### config.mk
export PLATFORM = sky130hd
export DESIGN_NAME = wb_sram_ctrl
export DESIGN_NICKNAME = d
export VERILOG_FILES = /design/src/rtl/wb_sram_ctrl.sv
export SDC_FILE = /design/constraint.sdc
export NUM_CORES = 1
export LEC_CHECK = 0
export BUFFER_PORTS_ARGS = -buffer_cell sky130_fd_sc_hd__buf_2
export CAP_MARGIN = 20
export CORE_ASPECT_RATIO = 0.75
export CORE_MARGIN = 1.5
export CORE_UTILIZATION = 42
export CTS_CLUSTER_SIZE = 40
export DETAILED_ROUTE_END_ITERATION = 8
export HOLD_SLACK_MARGIN = 0.03
export MAX_ROUTING_LAYER = met4
export PLACE_DENSITY = 0.94
export SKIP_CTS_REPAIR_TIMING = 1
export SYNTH_ARGS = -nofsm -noshare
export SYNTH_HDL_FRONTEND = slang
export SYNTH_SLANG_ARGS = --single-unit
### constraint.sdc
create_clock -name wbs_clk_i -period 3.95 [get_ports wbs_clk_i]
set_input_delay 0.5925 -clock wbs_clk_i [delete_from_list [all_inputs] [get_ports wbs_clk_i]]
set_output_delay 0.5925 -clock wbs_clk_i [all_outputs]
set_load 0.02 [all_outputs]
### src/rtl/wb_sram_ctrl.sv
// Wishbone slave to asynchronous SRAM bridge with a programmable number of access cycles per beat.
// Define SRAM_BURST_EN to let incrementing bursts (cti=010) move from ACK straight into the next ACCESS.
module wb_sram_ctrl #(
   parameter int                     ADDR_BITS   = 22,
   parameter int                     DATA_BITS   = 48,
   parameter logic [31-ADDR_BITS:0]  HIGH_ADDR   = '0,
   parameter int                     WAIT_CYCLES = 2
) (
   input  logic                      wbs_clk_i,
   input  logic                      rst_n,
   input  logic                      wbs_cyc_i,
   input  logic                      wbs_stb_i,
   input  logic                      wbs_we_i,
   input  logic [31:2]               wbs_addr_i,
   input  logic [3:0]                wbs_sel_i,
   input  logic [31:0]               wbs_data_i,
   input  logic [2:0]                wbs_cti_i,
   input  logic [1:0]                wbs_bte_i,
   output logic [31:0]               wbs_data_o,
   output logic                      wbs_ack_o,
   output logic                      sram_ce_n,
   output logic                      sram_oe_n,
   output logic                      sram_we_n,
   output logic [DATA_BITS/8-1:0]    sram_be_n,
   output logic [ADDR_BITS-1:2]      sram_addr,
   input  logic [DATA_BITS-1:0]      sram_din,
   output logic [DATA_BITS-1:0]      sram_dout
);

   localparam logic [1:0] S_IDLE   = 2'd0;
   localparam logic [1:0] S_ACCESS = 2'd1;
   localparam logic [1:0] S_ACK    = 2'd2;

   localparam logic [3:0] CNT_LOAD = 4'(WAIT_CYCLES - 1);

   logic [1:0]           state_q, state_d;
   logic [3:0]           cnt_q, cnt_d;
   logic [ADDR_BITS-1:2] addr_q, addr_d;
   logic                 we_q, we_d;
   logic [31:0]          data_q, data_d;
   logic                 ack_q, ack_d;
   logic                 ce_n_q, ce_n_d;
   logic                 oe_n_q, oe_n_d;
   logic                 we_n_q, we_n_d;
   logic                 run_q, run_d;
   logic                 cs;
   logic                 unused_sig;

   assign cs = wbs_cyc_i & wbs_stb_i & (wbs_addr_i[31:ADDR_BITS] == HIGH_ADDR);

   assign sram_dout  = DATA_BITS'(wbs_data_i);
   assign unused_sig = ^{sram_din, wbs_cti_i, wbs_bte_i};

`ifdef SRAM_BURST_EN
   logic [ADDR_BITS-1:2] wrap_mask;
   logic [ADDR_BITS-1:2] addr_inc;
   logic [ADDR_BITS-1:2] addr_nxt;

   // Wrapping bursts only carry into the low 2/3/4 word-address bits.
   always_comb begin
      wrap_mask = '1;
      case (wbs_bte_i)
         2'b01:   wrap_mask = (ADDR_BITS-2)'(4'h3);
         2'b10:   wrap_mask = (ADDR_BITS-2)'(4'h7);
         2'b11:   wrap_mask = (ADDR_BITS-2)'(4'hF);
         default: wrap_mask = '1;
      endcase
      addr_inc = addr_q + 1'b1;
      addr_nxt = (addr_q & ~wrap_mask) | (addr_inc & wrap_mask);
   end
`endif

   always_comb begin
      state_d = state_q;
      cnt_d   = cnt_q;
      addr_d  = addr_q;
      we_d    = we_q;
      data_d  = data_q;
      ack_d   = 1'b0;
      run_d   = 1'b1;
      case (state_q)
         S_IDLE: begin
            if (cs && run_q) begin
               addr_d  = wbs_addr_i[ADDR_BITS-1:2];
               we_d    = wbs_we_i;
               cnt_d   = CNT_LOAD;
               state_d = S_ACCESS;
            end
         end
         S_ACCESS: begin
            if (!cs) begin
               state_d = S_IDLE;
            end else if (cnt_q != 4'd0) begin
               cnt_d = cnt_q - 4'd1;
            end else begin
               if (!we_q) begin
                  data_d = sram_din[31:0];
               end
               ack_d   = 1'b1;
               state_d = S_ACK;
            end
         end
         S_ACK: begin
            state_d = S_IDLE;
`ifdef SRAM_BURST_EN
            if (cs && (wbs_cti_i == 3'b010) && (wbs_we_i == we_q)) begin
               addr_d  = addr_nxt;
               cnt_d   = CNT_LOAD;
               state_d = S_ACCESS;
            end
`endif
         end
         default: state_d = S_IDLE;
      endcase

      // Strobes are registered, so they follow the state being entered; we_n rises on the last access cycle for hold.
      ce_n_d = (state_d != S_ACCESS);
      oe_n_d = ce_n_d | we_d;
      we_n_d = ce_n_d | ~we_d | (cnt_d == 4'd0);
   end

   always_ff @(posedge wbs_clk_i or negedge rst_n) begin
      if (!rst_n) begin
         state_q <= S_IDLE;
         cnt_q   <= 4'd0;
         addr_q  <= '0;
         we_q    <= 1'b0;
         data_q  <= 32'd0;
         ack_q   <= 1'b0;
         ce_n_q  <= 1'b1;
         oe_n_q  <= 1'b1;
         we_n_q  <= 1'b1;
         run_q   <= 1'b0;
      end else begin
         state_q <= state_d;
         cnt_q   <= cnt_d;
         addr_q  <= addr_d;
         we_q    <= we_d;
         data_q  <= data_d;
         ack_q   <= ack_d;
         ce_n_q  <= ce_n_d;
         oe_n_q  <= oe_n_d;
         we_n_q  <= we_n_d;
         run_q   <= run_d;
      end
   end

   always_comb begin
      sram_be_n      = '1;
      sram_be_n[3:0] = we_q ? ~wbs_sel_i : 4'b0000;
   end

   assign wbs_data_o = data_q;
   assign wbs_ack_o  = ack_q;
   assign sram_ce_n  = ce_n_q;
   assign sram_oe_n  = oe_n_q;
   assign sram_we_n  = we_n_q;
   assign sram_addr  = addr_q;

endmodule

==> run summary <==
H-tree lvl count: 3
yosys synthesis warning count: 0
clk_lat worst skew: 0.33 ns
Crit Path Class: flip-flop to flip-flop
Avg Vias per Cell: 4.71
antenna violations before repair: 0
Die Wd: 99.7 um
TritonCTS Buffers: 9
Tcrit/Tclk final: 0.575
number of distinct library cells after synthesis: 32
Clock Sinks: 64
Routed wire per std cell: 13.8 um
Seq/Total Area, Yosys: 0.545
Rows: 26
Fin Setup TNS: 0 ns
CP peak stage delay: 0.40 ns
fin nets: 452
number of global-route vias before repair: 1891
fin. max-slew vios: 0
drt pass-1 iters: 4
synthesized flop and latch total: 64
# IOs: 234
status: complete, no violations
number of buffers added on ports: 130
placed cell count: 400
Final min period: 2.27 ns
Netlist Area Pre-Place: 2950 um2
Worst R2R Setup Slack: 1.68 ns
root buffer cell: clkbuf_8
Power Dens Cells: 375 nW/um2
core area: 6800 um2
first-pass GRT wire length: 8960 um
startpoint class of the critical path: flip-flop
final wirelength: 5740 um
# DRC: 0
GRT overflow: 0
final setup violation count: 0
Synth Instances: 222
share of cells above drive strength 1: 0.530
CP max FO: 32
via count: 1958
data arrival time of the critical path: 2.48 ns
CP endpoint kind: flip-flop
CTS max path bufs: 2
total power: 1.34 mW
DRT iter0 DRCs: 71
Final Hold Fails: 0
CTS tree: yes
Max transition margin: 0.619
WP data required: 4.16 ns
Die ar.: 7530 um2
Syn Area/Cell: 13.3 um2
synth-to-layout area growth: 21.6%
peak supply drop: 0.000254 V
Post-Layout Cell Count: 416
RSZ-0062 raised after global routing: no
ANT nets after route: 0
die height: 75.5 um
critical path, cell by cell: inv_1, ha_1, nor3b_1, nand2_1, nor3_4, buf_4, mux2_1
CTS clk-pin slew, worst paths: 0.07 ns
Slowest cell on crit path: dfrtp_1
Multi-input gate area: 961 um2
largest net degree at the start of global routing: 40
worst slew pin tran: 0.572 ns
Fmax: 0.440 GHz
P_leak: 2.10 nW
count of max-cap constraint violations: 0
RD Place Congestion: 0.765
clk_skew: 0.00460 ns
fillers: 596
register area: 1610 um2
Post-Route Hold Slack: 0.252 ns
detailed placer's ending HPWL: 4380 um
HP Class: input port to async pin
Initial Util: 0.433
Total GRT Usage: 0.164
Ant. Diodes: 0
## cell type report
type | count | area share
sequential | 64 | 0.448
multi-input combinational | 115 | 0.268
timing repair buffer | 133 | 0.188
clock buffer | 11 | 0.0395
tap | 84 | 0.0294
clock inverter | 5 | 0.0224
inverter | 4 | 0.00419
## path summary, 6_finish.rpt
kind                                            start                    endpoint  cells after the start
hold reg to reg            wbs_data_o[28]$_DFFE_PN0P_  wbs_data_o[28]$_DFFE_PN0P_                      1
setup / recovery                   cnt_q[0]$_DFF_PN0_  wbs_data_o[15]$_DFFE_PN0P_                      7
min in group wbs_clk_i                   sram_din[13]  wbs_data_o[13]$_DFFE_PN0P_                      2
max in group asynchronous                       rst_n         sram_oe_n$_DFF_PN1_                      2
setup reg to reg                   cnt_q[0]$_DFF_PN0_  wbs_data_o[15]$_DFFE_PN0P_                      7
hold / removal                                  rst_n  wbs_data_o[26]$_DFFE_PN0P_                      1
## synthesized netlist by cell type
master / n / area, um2
a31oi_1: 1 / 6.26
and3_1: 3 / 18.8
and4_1: 2 / 17.5
and4bb_2: 1 / 12.5
buf_4: 52 / 390
buf_6: 3 / 33.8
clkbuf_1: 1 / 3.75
conb_1: 2 / 7.51
dfrtp_1: 61 / 1530
dfstp_2: 3 / 78.8
ha_1: 1 / 12.5
inv_1: 4 / 15.0
mux2_1: 33 / 372
mux2_2: 19 / 214
mux2i_1: 1 / 10.0
nand2_1: 5 / 18.8
nand2b_1: 2 / 12.5
nand3_1: 1 / 5.00
nand4_1: 1 / 6.26
nor2_1: 4 / 15.0
nor2b_1: 7 / 43.8
nor3_1: 1 / 5.00
nor3_4: 1 / 16.3
nor3b_1: 2 / 15.0
nor4_2: 2 / 25.0
o211ai_1: 1 / 7.51
o21ai_0: 3 / 15.0
o21ba_2: 1 / 10.0
o2bb2ai_1: 1 / 8.76
o31ai_1: 1 / 7.51
or2_2: 1 / 6.26
xnor2_1: 1 / 8.76
## state kept, by name (all words and copies together), names as in the netlist
register / flops
run_q: 1
sram_we_n: 1
state_q: 2
sram_oe_n: 1
sram_addr: 20
wbs_ack_o: 1
we_q: 1
sram_ce_n: 1
cnt_q: 4
wbs_data_o: 32
## routing by layer
metal / share of wire / routed length (um) / up-vias / track usage
met5: 0 / 0 / - / -
met4: 0.019 / 110 / 0 / 0.0767
met3: 0.074 / 425 / 14 / 0.0587
met2: 0.51 / 2950 / 115 / 0.294
met1: 0.39 / 2250 / 934 / 0.163
li1: - / - / 895 / -
## layout by cell type (no fill, tap or decap), types with 4 or more instances in the layout
master,instances
buf_2,130
dfrtp_1,61
mux2_1,33
mux2_2,19
conb_1,19
clkbuf_8,10
nor2b_1,7
nand2_1,5
inv_1,4
nor2_1,4
## worst max-delay path, delay by kind of cell, from the launching register on
family,cells,cell delay (ns)
flip-flops,1,0.40
buffers and inverters,2,0.46
adder cells (fa/ha/maj),1,0.19
AND/OR/NAND/NOR,3,0.70
multiplexers,1,0.38
## power by group
| group | switching (mW) | total [mW] | internal, mW |
|---|---|---|---|
| Sequential | 0.000935 | 0.658 | 0.657 |
| Clock | 0.245 | 0.617 | 0.372 |
| Combinational | 0.0412 | 0.0696 | 0.0283 |
| Total | 0.287 | 1.34 | 1.06 |
## kinds of logic (layout without fill, tap and decap cells)
| kind of cell | count (synthesis) | in the layout | synth area share |
|---|---|---|---|
| DFF | 64 | 64 | 0.545 |
| buffers and inverters | 60 | 153 | 0.150 |
| muxes | 53 | 53 | 0.202 |
| and+or+nand+nor | 33 | 33 | 0.0739 |
| AOI/OAI and AO/OA | 8 | 8 | 0.0187 |
| other | 2 | 19 | 0.00255 |
| adders and majority gates | 1 | 1 | 0.00425 |
| xor gates and xnor gates | 1 | 1 | 0.00297 |
## per-stage QoR
| step | utilization | instance area (um2) | worst slack [ns] |
|---|---|---|---|
| after global routing | 0.527 | 3580 | 1.49 |
| after CTS | 0.527 | 3580 | 1.65 |
| after floorplan | - | 3010 | 1.91 |
| after detailed placement | 0.494 | 3360 | 1.49 |
| after global placement | 0.494 | 3360 | 1.54 |
| final | 0.527 | 3580 | 1.68 |
No activity file was read; power rests on OpenSTA's default activity.
